==> src/rtl/ext_tran_master.sv <==
// ---------------------------------------------------------------------------
// ext_tran_master
//
// Runs one external transaction request (from the FPGA register bridge) as a
// single Wishbone classic master cycle. The result is reported back through a
// sticky ready/err/timeout status that holds until the bridge clears it.
//
// Ports:
//   clk_i, reset_i           clock, asynchronous active-low reset
//   bus_gnt_i                1 = this master owns the SoC bus
//   ext_tran_start_i         one-cycle request pulse
//   ext_tran_write_i         1 = write, 0 = read
//   ext_tran_size_i          00 byte, 01 half, 10 word, 11 illegal
//   ext_tran_addr_i          byte address
//   ext_tran_data_i          right-aligned write data
//   ext_tran_clear_i         acknowledge result, return to idle
//   ext_tran_data_o          right-aligned, zero-extended read data
//   ext_tran_ready_o         transaction finished (sticky)
//   ext_tran_err_o           finished with bus error / misalign / bad size
//   ext_tran_timeout_o       finished by timeout
//   wb_*                     Wishbone classic master interface
// ---------------------------------------------------------------------------
module ext_tran_master #(
    parameter int TIMEOUT_CYCLES = 1024,
    parameter int TO_W           = 11
) (
    input  logic            clk_i,
    input  logic            reset_i,
    input  logic            bus_gnt_i,
    input  logic            ext_tran_start_i,
    input  logic            ext_tran_write_i,
    input  logic [1:0]      ext_tran_size_i,
    input  logic [31:0]     ext_tran_addr_i,
    input  logic [31:0]     ext_tran_data_i,
    input  logic            ext_tran_clear_i,
    output logic [31:0]     ext_tran_data_o,
    output logic            ext_tran_ready_o,
    output logic            ext_tran_err_o,
    output logic            ext_tran_timeout_o,
    output logic            wb_cyc_o,
    output logic            wb_stb_o,
    output logic            wb_we_o,
    output logic [31:0]     wb_adr_o,
    output logic [31:0]     wb_dat_o,
    output logic [3:0]      wb_sel_o,
    input  logic [31:0]     wb_dat_i,
    input  logic            wb_ack_i,
    input  logic            wb_err_i
);

    typedef enum logic [1:0] {
        IDLE     = 2'd0,
        WAIT_GNT = 2'd1,
        BUS      = 2'd2,
        DONE     = 2'd3
    } state_t;

    localparam logic [TO_W-1:0] TO_LAST = TO_W'(TIMEOUT_CYCLES - 1);

    state_t          state_q, state_d;
    logic [31:0]     addr_q, addr_d;
    logic [31:0]     wdata_q, wdata_d;
    logic [1:0]      size_q, size_d;
    logic            we_q, we_d;
    logic            cyc_q, cyc_d;
    logic            bus_we_q, bus_we_d;
    logic [31:0]     adr_q, adr_d;
    logic [31:0]     bus_dat_q, bus_dat_d;
    logic [3:0]      sel_q, sel_d;
    logic [31:0]     rdata_q, rdata_d;
    logic            ready_q, ready_d;
    logic            err_q, err_d;
    logic            timeout_q, timeout_d;
    logic [TO_W-1:0] to_cnt_q, to_cnt_d;

    logic            req_illegal;
    logic [3:0]      lane_sel;
    logic [31:0]     lane_dat;
    logic [31:0]     lane_rdata;

    // Misaligned half/word accesses and the reserved size code are rejected
    // before any bus activity.
    always_comb begin
        req_illegal = 1'b0;
        case (ext_tran_size_i)
            2'b00:   req_illegal = 1'b0;
            2'b01:   req_illegal = ext_tran_addr_i[0];
            2'b10:   req_illegal = (ext_tran_addr_i[1:0] != 2'b00);
            default: req_illegal = 1'b1;
        endcase
    end

    // Byte lane placement of the captured request: write data is replicated
    // across lanes so the selected lane always carries the right bits.
    always_comb begin
        lane_sel = 4'b1111;
        lane_dat = wdata_q;
        case (size_q)
            2'b00: begin
                lane_sel = 4'b0001 << addr_q[1:0];
                lane_dat = {4{wdata_q[7:0]}};
            end
            2'b01: begin
                lane_sel = addr_q[1] ? 4'b1100 : 4'b0011;
                lane_dat = {2{wdata_q[15:0]}};
            end
            default: begin
                lane_sel = 4'b1111;
                lane_dat = wdata_q;
            end
        endcase
    end

    // Read data: shift the addressed lanes down to bit 0 and zero-extend.
    always_comb begin
        lane_rdata = wb_dat_i;
        case (size_q)
            2'b00: begin
                case (addr_q[1:0])
                    2'b00:   lane_rdata = {24'h0, wb_dat_i[7:0]};
                    2'b01:   lane_rdata = {24'h0, wb_dat_i[15:8]};
                    2'b10:   lane_rdata = {24'h0, wb_dat_i[23:16]};
                    default: lane_rdata = {24'h0, wb_dat_i[31:24]};
                endcase
            end
            2'b01:   lane_rdata = addr_q[1] ? {16'h0, wb_dat_i[31:16]}
                                            : {16'h0, wb_dat_i[15:0]};
            default: lane_rdata = wb_dat_i;
        endcase
    end

    // Next-state logic. Every bus-facing output is a flop, so the bus sees
    // clean levels; bus signals are loaded only on the edge entering BUS and
    // stay frozen until the cycle terminates. Once in BUS the cycle always
    // finishes, even if the grant is withdrawn.
    always_comb begin
        state_d   = state_q;
        addr_d    = addr_q;
        wdata_d   = wdata_q;
        size_d    = size_q;
        we_d      = we_q;
        cyc_d     = cyc_q;
        bus_we_d  = bus_we_q;
        adr_d     = adr_q;
        bus_dat_d = bus_dat_q;
        sel_d     = sel_q;
        rdata_d   = rdata_q;
        ready_d   = ready_q;
        err_d     = err_q;
        timeout_d = timeout_q;
        to_cnt_d  = to_cnt_q;

        case (state_q)
            IDLE: begin
                if (ext_tran_start_i) begin
                    addr_d  = ext_tran_addr_i;
                    wdata_d = ext_tran_data_i;
                    size_d  = ext_tran_size_i;
                    we_d    = ext_tran_write_i;
                    if (req_illegal) begin
                        state_d = DONE;
                        ready_d = 1'b1;
                        err_d   = 1'b1;
                    end else begin
                        state_d = WAIT_GNT;
                    end
                end
            end
            WAIT_GNT: begin
                if (bus_gnt_i) begin
                    state_d   = BUS;
                    cyc_d     = 1'b1;
                    adr_d     = {addr_q[31:2], 2'b00};
                    bus_dat_d = lane_dat;
                    sel_d     = lane_sel;
                    bus_we_d  = we_q;
                    to_cnt_d  = '0;
                end
            end
            BUS: begin
                // Error has priority over a simultaneous ack.
                if (wb_err_i) begin
                    state_d = DONE;
                    cyc_d   = 1'b0;
                    ready_d = 1'b1;
                    err_d   = 1'b1;
                end else if (wb_ack_i) begin
                    state_d = DONE;
                    cyc_d   = 1'b0;
                    ready_d = 1'b1;
                    if (!we_q) begin
                        rdata_d = lane_rdata;
                    end
                end else if (to_cnt_q == TO_LAST) begin
                    state_d   = DONE;
                    cyc_d     = 1'b0;
                    ready_d   = 1'b1;
                    timeout_d = 1'b1;
                end else begin
                    to_cnt_d = to_cnt_q + TO_W'(1);
                end
            end
            DONE: begin
                // A start arriving with the clear is intentionally dropped.
                if (ext_tran_clear_i) begin
                    state_d   = IDLE;
                    ready_d   = 1'b0;
                    err_d     = 1'b0;
                    timeout_d = 1'b0;
                end
            end
            default: state_d = IDLE;
        endcase
    end

    // State and output registers; reset drops the bus cycle immediately.
    always_ff @(posedge clk_i or negedge reset_i) begin
        if (!reset_i) begin
            state_q   <= IDLE;
            addr_q    <= '0;
            wdata_q   <= '0;
            size_q    <= '0;
            we_q      <= 1'b0;
            cyc_q     <= 1'b0;
            bus_we_q  <= 1'b0;
            adr_q     <= '0;
            bus_dat_q <= '0;
            sel_q     <= '0;
            rdata_q   <= '0;
            ready_q   <= 1'b0;
            err_q     <= 1'b0;
            timeout_q <= 1'b0;
            to_cnt_q  <= '0;
        end else begin
            state_q   <= state_d;
            addr_q    <= addr_d;
            wdata_q   <= wdata_d;
            size_q    <= size_d;
            we_q      <= we_d;
            cyc_q     <= cyc_d;
            bus_we_q  <= bus_we_d;
            adr_q     <= adr_d;
            bus_dat_q <= bus_dat_d;
            sel_q     <= sel_d;
            rdata_q   <= rdata_d;
            ready_q   <= ready_d;
            err_q     <= err_d;
            timeout_q <= timeout_d;
            to_cnt_q  <= to_cnt_d;
        end
    end

    assign wb_cyc_o           = cyc_q;
    assign wb_stb_o           = cyc_q;
    assign wb_we_o            = bus_we_q;
    assign wb_adr_o           = adr_q;
    assign wb_dat_o           = bus_dat_q;
    assign wb_sel_o           = sel_q;
    assign ext_tran_data_o    = rdata_q;
    assign ext_tran_ready_o   = ready_q;
    assign ext_tran_err_o     = err_q;
    assign ext_tran_timeout_o = timeout_q;

endmodule

==> config.mk <==
export PLATFORM = sky130hd
export DESIGN_NAME = ext_tran_master
export DESIGN_NICKNAME = d
export VERILOG_FILES = /design/src/rtl/ext_tran_master.sv
export SDC_FILE = /design/constraint.sdc
export NUM_CORES = 1
export LEC_CHECK = 0
export CAP_MARGIN = 10
export CELL_PAD_IN_SITES_DETAIL_PLACEMENT = 0
export CELL_PAD_IN_SITES_GLOBAL_PLACEMENT = 1
export CORE_MARGIN = 8
export CORE_UTILIZATION = 38
export DETAILED_ROUTE_END_ITERATION = 10
export PLACE_DENSITY_LB_ADDON = 0.12
export SYNTH_ARGS = -nofsm -noshare
export SYNTH_HDL_FRONTEND = slang
export SYNTH_SLANG_ARGS = --single-unit
==> constraint.sdc <==
create_clock -name clk_i -period 2.15 [get_ports clk_i]
set_input_delay 0.43 -clock clk_i [delete_from_list [all_inputs] [get_ports clk_i]]
set_output_delay 0.43 -clock clk_i [all_outputs]
set_load 0.02 [all_outputs]
# After elaboration in Yosys (flattened, before gate mapping)
# Index checks and enable logic that the tools add are counted.
classes:
  shift: 1
  div: 0
  muxes: 37
  n_bitwise: 2
  n_mul: 0
  add_sub_neg: 1
  reduce_logical: 17
  order_cmp: 0
  eq_ne: 19
op_table:
  columns: ["op", "count"]
  rows:
  - ["32-bit case mux with 2 select lines", 2]
  - ["11-bit 2-to-1 mux", 4]
  - ["8-bit case mux with 3 select lines", 1]
  - ["11-bit case mux with 2 select lines", 1]
  - ["5-bit AND reduction", 4]
  - ["2-bit != test (second input constant)", 9]
  - ["16-bit 2-to-1 mux", 1]
  - ["2-bit 2-to-1 mux", 7]
  - ["1-bit 2-to-1 mux", 13]
  - ["11-bit by 1-bit adder with 11-bit output (second input constant)", 1]
  - ["11-bit by 10-bit equality test with 1-bit output (second input constant)", 1]
  - ["1-bit case mux with 3 select lines", 3]
  - ["2-bit by 1-bit equality test with 1-bit output (second input constant)", 4]
  - ["2-bit equality test (second input constant)", 4]
  - ["2-bit logical NOT", 4]
  - ["2-bit case mux with 4 select lines", 1]
  - ["4-bit case mux with 2 select lines", 1]
  - ["4-bit AND reduction", 2]
  - ["2-bit nonzero test", 3]
  - ["4-bit 2-to-1 mux", 1]
  - ["4-bit != test (second input constant)", 1]
  - ["1-bit case mux with 2 select lines", 2]
  - ["2-bit AND reduction", 2]
  - ["1-bit by 2-bit << shifter with 4-bit output (first input constant)", 1]
  - ["3 further kinds", 4]
totals:
  latch_bits: 0
  wordCells: 92
  register_bits: 183
  ramBits: 0
  input_bits: 106
  out_inout_bits: 106
  mem_count: 0
  rom_bits: 0

# Depth between registers and ports, before layout
# Gate-level depths: netlist of the first run.
logic_depth:
  depth_word: 5
  depth_mapped: 8
  mapped_depth_nobuf: 6

# Worst setup path after synthesis of the first run
# OpenSTA, ideal clock, no wires.
synth_timing:
  path_kind: "register -> register"
  from: "register state_q[0]"
  to: "register to_cnt_q[7]"
  n_path_buf: 1
  synth_period_minus_slack_ns: 1.829
  arrival_ns: 1.760
  setup_slack_ns: 0.321
  setup_time_ns: 0.069
  stages_incl_launch_ff: 8
  required_ns: 2.081
  path_cell_list: "dfrtp_1 inv_1 ha_1 nor3b_4 o21ai_2 buf_6 or4b_1 nand3_1"
synth_via:
  elab_chain_cells: 3
  elab_cells_between_ends: 9
  cone_classes: "6 x eq/ne; 1 x mux; 2 x reduce/logical"
synth_rtl:
  columns: ["element", "line", "source"]
  rows:
  - ["from (decl)", "60", "state_t state_q, state_d;"]
  - ["from (signal assigned)", "235", "state_q <= state_d;"]
  - ["2-bit equality test or 2-bit by 1-bit equality test with 1-bit output (tied branches)", "153", "case (state_q)"]
  - ["2-bit != test (no line) or 2-bit nonzero test (tied branches)", null, null]
  - ["5-bit AND reduction (no line)", null, null]
  - ["to (signal assigned)", "249", "to_cnt_q <= to_cnt_d;"]
  - ["to (decl)", "74", "logic [TO_W-1:0] to_cnt_q, to_cnt_d;"]
# Several ways; a longest one is shown, not always the timed one.
# A chain may end at the register's enable or synchronous reset.

# Worst setup path in the final report of the first run
layout_timing:
  from: "register state_q[0]"
  to: "register to_cnt_q[3]"
# The elaborated chain is that of the path after synthesis.

==> impl_metrics.csv, run 1 <==
group,metric,value,unit
placed_design,io_buffers,209,
global_routing,antenna_found_initial,2,
timing,slew_viol_final,0,
synthesis,synth_edf_count,0,
clocking,cts.clk_slew.worst_paths,80,ps
timing,hold_viol_final,0,
synthesis,seq_area_frac_synth,58.1,%
timing,fin_setup_tns,0,ps
worst_setup_path,cp_num_buf_inv,1,
finish,layout_commonest_cell,"clkdlybuf4s50_1",
power_and_ir_drop,power_density,1520,nW/um^2
detailed_routing,ant_nets,0,
hold_path,holdCritPathClass,"reg2reg",
timing,finalClockSkew,12.8,ps
power_and_ir_drop,total_power,0.0167,W
timing,setup_viol,0,
worst_setup_path,crit_type,"reg2reg",
floorplan,ios,212,
clocking,tritoncts,"built",
clocking,cts.sinks,183,
placed_design,gp_congestion,0.768,
floorplan,start_util,38.8,%
clocking,clk_latency,430,ps
power_and_ir_drop,p_leak,4.77,nW
synthesis,ys_ff_latch,183,
flow_run,drv_cap,0,
synthesis,synthArstFlopShare,100,%
global_routing,gr-usage-all-layers,16.5,%
timing,min_period_over_period,93.0,%
floorplan,dieWidth,160,um
timing,rsz0062_at_grt,"false",
floorplan,die_h,160,um
finish,area_growth_syn_to_layout,39.6,%
status,outcome,"completed",
worst_setup_path,worstPathArrival,2320,ps
synthesis,synth_cell_types,54,
timing,max-slew-margin-rel,62.1,%
worst_setup_path,cp-end-kind,"flip-flop",
synthesis,ys.flop_type,"dfrtp_1",
synthesis,postSynthAreaPerCell,12.3,um^2
finish,post-route-util,54.2,%
detailed_routing,routedWlPerCell,18.4,um
clocking,clock_path_buffers,2,
global_routing,grt-ovfl-total,0,
worst_setup_path,crit_path_max_fanout,9,
power_and_ir_drop,peakVddDrop,655,uV
global_routing,grt_pass1_wl,33.5,mm
synthesis,syn-cell-area,7880,um^2
clocking,cts_setup_buffers,0,
detailed_routing,drc_errors,0,
finish,final_cell_mix,"clkdlybuf4s50_1, dfrtp_1, mux2_2",
floorplan,core-area,20300,um^2
worst_setup_path,crit_required,2470,ps
detailed_routing,viasPerCell,4.96,
clocking,cts_max_level,4,
detailed_routing,firstDrtPassIters,6,
worst_setup_path,crit_path_start_kind,"flip-flop",
finish,n_antenna_cell,0,
finish,fill_cells,1746,
placed_design,place_hpwl,15.4,mm
worst_setup_path,crit_family,"compound AO/OA/AOI/OAI gates",
floorplan,dieArea,25600,um^2
worst_setup_path,cp_slowest_cell,"dfrtp_1",
global_routing,grt_pass1_vias,6064,
timing,max_freq,500,MHz
synthesis,yosysWarnings,0,
detailed_routing,vias,5610,
timing,worstMarginPinSlew,565,ps
floorplan,rows,52,
global_routing,grt_max_degree,70,
synthesis,netlist_instances,639,
worst_setup_path,cpPeakStageDelay,420,ps
clocking,cts_buffers,17,
timing,min_period,2000,ps
detailed_routing,routed_wl,20.8,mm
detailed_routing,drtIter0Drc,245,
finish,layout-drive-gt1-share,17.6,%
worst_setup_path,crit_chain,"inv_1 -> ha_1 -> nor3b_4 -> o21ai_2 -> a21o_2 -> a221o_1",
clocking,cts.root.buffer_cell,"clkbuf_16",
finish,nNetsFinal,960,
-- synthesized netlist by cell type (2+ instances only) --
master,instances,share of area (%)
a211o_1,3,0.33
a21o_1,3,0.29
a21oi_1,12,0.76
a221o_1,2,0.25
a222oi_1,8,1.0
a22o_1,3,0.33
a22oi_1,8,0.76
and2_1,3,0.24
buf_2,10,0.64
buf_4,4,0.38
clkbuf_1,25,1.2
dfrtp_1,183,58
ha_1,7,1.1
inv_1,9,0.43
mux2_1,31,4.4
mux2_2,85,12
mux2i_1,30,3.8
nand2_1,85,4.0
nand2b_1,5,0.40
nand3_1,9,0.57
nor2_1,15,0.71
nor2b_1,3,0.24
nor3_1,2,0.13
nor3b_2,2,0.32
nor4b_1,2,0.22
o21ai_0,29,1.8
o21ai_1,32,2.0
o31ai_1,2,0.19
or2_1,2,0.16
-- where the power goes --
| group | switching, W | internal [W] | total, W |
|---|---|---|---|
| Clock | 0.00156 | 0.00158 | 0.00315 |
| Sequential | 0.00110 | 0.00506 | 0.00615 |
| Combinational | 0.00364 | 0.00376 | 0.00740 |
| Total | 0.00630 | 0.0104 | 0.0167 |
-- stage by stage --
step / hold WS [ps] / worst slack (ps) / instances / area [um^2]
floorplan: 134 / 321 / 640 / 7880
global placement: 390 / 81.7 / 1097 / 10400
detailed placement: 393 / 33.5 / 1097 / 10400
CTS: 485 / 92.0 / 1130 / 11000
global route: 496 / 32.1 / 1130 / 11000
finish: 482 / 151 / 1130 / 11000
-- layer usage --
| layer | vias to the layer above | GRT usage [%] | part of all wire [%] |
|---|---|---|---|
| li1 | 2673 | - | - |
| met1 | 2756 | 19.8 | 43 |
| met2 | 148 | 27.1 | 48 |
| met3 | 29 | 5.78 | 6.7 |
| met4 | 4 | 5.40 | 1.6 |
| met5 | - | 0 | 0.13 |
-- flip-flops by register name, summed over array words and instances, names as in the netlist, 2 cells and up --
name and count:
wdata_q 32, to_cnt_q 11, wb_adr_o 30, ext_tran_data_o 32
addr_q 32, wb_sel_o 4, wb_dat_o 32, state_q 2
size_q 2
-- cell families after synthesis --
family	after synthesis	synth area share, %
AOI/OAI and AO/OA	111	8.86
buffers and inverters	50	2.83
DFF	183	58.1
muxes	146	20.4
adders and majority gates	7	1.11
other	1	0.0476
and+or+nand+nor	141	8.65
-- what timing repair did --
item                                    4_1_cts  5_1_grt
hold buffers                                  1        0
resized for setup                             0        1
endpoints found under the setup margin        0        1
hold endpoints to repair                     41        0
-- worst min-delay path, stage by stage (launching register included) --
cell and delay, ps:
dfrtp_1 340, nand2_1 50, o21ai_1 60
-- area by class of cell --
| class | count | area [um^2] | area share (%) |
|---|---|---|---|
| flip-flops and latches | 183 | 4580 | 41.6 |
| multi-input cells | 407 | 3100 | 28.2 |
| repair buffers | 229 | 2350 | 21.4 |
| clock buffers | 17 | 425 | 3.87 |
| well taps | 270 | 338 | 3.07 |
| clock inverters | 15 | 175 | 1.59 |
| inverters | 9 | 33.8 | 0.307 |
-- path summary, 6_finish.rpt --
kind	startpoint	to	slack, ps	cells after the start
max	state_q[0]$_DFFE_PN0P_	to_cnt_q[3]$_DFFE_PN0P_	150	6
min	ext_tran_data_o[14]$_DFFE_PN0P_	ext_tran_data_o[14]$_DFFE_PN0P_	480	2
max reg2reg	state_q[0]$_DFFE_PN0P_	to_cnt_q[3]$_DFFE_PN0P_	150	6
min reg2reg	ext_tran_data_o[14]$_DFFE_PN0P_	ext_tran_data_o[14]$_DFFE_PN0P_	480	2
max in group asynchronous	reset_i	wb_cyc_o$_DFFE_PN0P_	930	3
min in group asynchronous	reset_i	ext_tran_data_o[29]$_DFFE_PN0P_	490	2
(Power assumes the default switching activity.)
==> run 2, diff against run 1 <==
--- a/config.mk
+++ b/config.mk
@@ -11,7 +11,9 @@
 export CORE_MARGIN = 8
 export CORE_UTILIZATION = 38
 export DETAILED_ROUTE_END_ITERATION = 10
+export MAX_ROUTING_LAYER = met4
 export PLACE_DENSITY_LB_ADDON = 0.12
+export SKIP_CTS_REPAIR_TIMING = 1
 export SYNTH_ARGS = -nofsm -noshare
 export SYNTH_HDL_FRONTEND = slang
 export SYNTH_SLANG_ARGS = --single-unit
==> run 2 against run 1 <==
Net effect:
- utilization is essentially flat
- die area is the same
- combinational power is essentially flat
- register-to-register slack is essentially flat
- sequential share of layout area is essentially flat
- final cell count grew 0.18%
- critical path type unchanged
- sequential power is essentially flat
- largest power group unchanged
- cell area is essentially flat
- first-iteration DRC count grew 1.2%
- total power is essentially flat
- global-route usage grew 0.53 points
==> impl_metrics.csv, run 2 (synthesized netlist as in run 1, its figures left out) <==
group,metric,value,unit
detailed_routing,drc_errors,0,
detailed_routing,wl_met3,1.44,mm
timing,hold_viol_final,0,
finish,nNetsFinal,960,
floorplan,dieWidth,160,um
worst_setup_path,rr_startpoint,"state_q[0]$_DFFE_PN0P_",
timing,finalClockSkew,11.6,ps
hold_path,holdCritPathClass,"reg2reg",
placed_design,gp_congestion,0.778,
placed_design,place_hpwl,15.4,mm
clocking,clk_latency,430,ps
detailed_routing,highest_layer,"met4",
hold_path,hold_depth,2,
power_and_ir_drop,total_power,0.0167,W
worst_setup_path,reg2reg_slack,160,ps
power_and_ir_drop,clkPwrFrac,18.8,%
detailed_routing,ant_nets,0,
clocking,clock_path_buffers,2,
placed_design,pre_cts_ws,33.5,ps
clocking,cts.clk_slew.worst_paths,80,ps
detailed_routing,firstDrtPassIters,5,
worst_setup_path,crit_chain,"inv_1 -> ha_1 -> nor3b_4 -> o21ai_2 -> a21o_2 -> a221o_1",
timing,fin_setup_tns,0,ps
worst_setup_path,ff2ff_path_depth,6,
finish,layout-drive-gt1-share,17.6,%
timing,fin_hold_ws,482,ps
timing,slew_viol_final,0,
detailed_routing,drtIter0Drc,248,
worst_setup_path,crit_path_max_fanout,9,
floorplan,dieArea,25600,um^2
timing,rsz0062_at_grt,"false",
timing,min_period_over_period,92.6,%
power_and_ir_drop,seq_power_share,36.8,%
finish,final_cell_mix,"clkdlybuf4s50_1, dfrtp_1, mux2_2",
global_routing,grt_pass1_vias,6071,
detailed_routing,vias,5598,
clocking,tritoncts,"built",
worst_setup_path,reg2reg_to,"to_cnt_q[3]$_DFFE_PN0P_",
detailed_routing,viasPerCell,4.95,
finish,layout_commonest_cell,"clkdlybuf4s50_1",
timing,setup_viol,0,
worst_setup_path,cp-end-kind,"flip-flop",
power_and_ir_drop,p_int,0.0104,W
worst_setup_path,cp_slowest_cell,"dfrtp_1",
clocking,cts_max_level,4,
worst_setup_path,crit_required,2470,ps
floorplan,ios,212,
clocking,cts.root.buffer_cell,"clkbuf_16",
worst_setup_path,worstPathArrival,2310,ps
floorplan,die_h,160,um
power_and_ir_drop,p_leak,4.77,nW
power_and_ir_drop,peakVddDrop,657,uV
status,outcome,"completed",
timing,max-slew-margin-rel,61.9,%
floorplan,rows,52,
clocking,cts.sinks,183,
global_routing,grt_pass1_wl,33.5,mm
worst_setup_path,crit_type,"reg2reg",
timing,max_freq,502,MHz
global_routing,grt_max_degree,70,
detailed_routing,routed_wl,20.9,mm
detailed_routing,routedWlPerCell,18.5,um
power_and_ir_drop,switching_power,0.00629,W
timing,worstMarginPinSlew,569,ps
detailed_routing,met2_length,10.1,mm
hold_path,hp-start,"ext_tran_data_o[14]$_DFFE_PN0P_",
clocking,cts_buffers,17,
placed_design,placed_cell_area,10400,um^2
finish,multi_input_area,3100,um^2
timing,min_period,1990,ps
worst_setup_path,cpPeakStageDelay,420,ps
floorplan,start_util,38.8,%
placed_design,io_buffers,209,
hold_path,holdPathEnd,"ext_tran_data_o[14]$_DFFE_PN0P_",
worst_setup_path,crit_path_start_kind,"flip-flop",
floorplan,core-area,20300,um^2
flow_run,drv_cap,0,
power_and_ir_drop,swShare,37.7,%
finish,fill_cells,1745,
power_and_ir_drop,power_density,1520,nW/um^2
global_routing,antenna_found_initial,2,
finish,area_growth_syn_to_layout,39.6,%
power_and_ir_drop,comb_power_share,44.3,%
finish,final_area,11000,um^2
global_routing,gr-usage-all-layers,17.0,%
global_routing,grt-ovfl-total,0,
detailed_routing,wl_met1,9.10,mm
finish,register_area,4580,um^2
timing,setup_ws,159,ps
run 2: changes by cell type in the layout (fill, tap and decap cells not counted):
cell,previous run,this run
diode_2,0,2
run 2: cell type report:
| class | instances | share of cell area (%) |
|---|---|---|
| Timing Repair Buffer | 229 | 21.3 |
| Multi-Input combinational cell | 407 | 28.2 |
| Clock inverter | 15 | 1.59 |
| Clock buffer | 17 | 3.87 |
| Inverter | 9 | 0.307 |
| Antenna cell | 2 | 0.0455 |
| Sequential cell | 183 | 41.6 |
| Tap cell | 270 | 3.07 |
run 2: metrics by stage:
step,utilization [%],cells
final,54.2,1132
after global routing,54.2,1132
after CTS,54.1,1129
after detailed placement,51.2,1097
after global placement,51.2,1097
after floorplan,-,640
run 2: worst max-delay path by stage:
stage,depth (start not counted),start,endpoint,slack (ps)
CTS,6,state_q[0]$_DFFE_PN0P_,to_cnt_q[3]$_DFFE_PN0P_,90
global placement,5,wb_err_i,to_cnt_q[9]$_DFFE_PN0P_,80
detailed placement,5,wb_ack_i,to_cnt_q[0]$_DFFE_PN0P_,30
floorplan,7,state_q[0]$_DFFE_PN0P_,to_cnt_q[7]$_DFFE_PN0P_,320
global route,7,state_q[0]$_DFFE_PN0P_,to_cnt_q[8]$_DFFE_PN0P_,30
finish,6,state_q[0]$_DFFE_PN0P_,to_cnt_q[3]$_DFFE_PN0P_,160
run 2: power groups by stage:
| stage | Combinational, W | Sequential, W | Clock, W |
|---|---|---|---|
| 2_1_floorplan | 0.00335 | 0.00697 | 0 |
| 3_3_place_gp | 0.00734 | 0.00613 | 0 |
| 3_5_place_dp | 0.00751 | 0.00623 | 0 |
| 4_1_cts | 0.00753 | 0.00617 | 0.00325 |
| 5_1_grt | 0.00804 | 0.00639 | 0.00338 |
| 6_report | 0.00740 | 0.00615 | 0.00314 |
run 2: metal layers:
layer | track usage, % | up-vias
met5 | - | -
li1 | - | 2681
met4 | 5.27 | 0
met3 | 5.71 | 23
met1 | 20.1 | 2740
met2 | 27.0 | 154
run 2: worst max-delay path: cells and delay by family (launching register included):
family / cells / cell delay, ps
simple gates: 1 / 260
compound gates: 3 / 780
buf+inv: 1 / 140
flops: 1 / 420
fa+ha+maj: 1 / 280
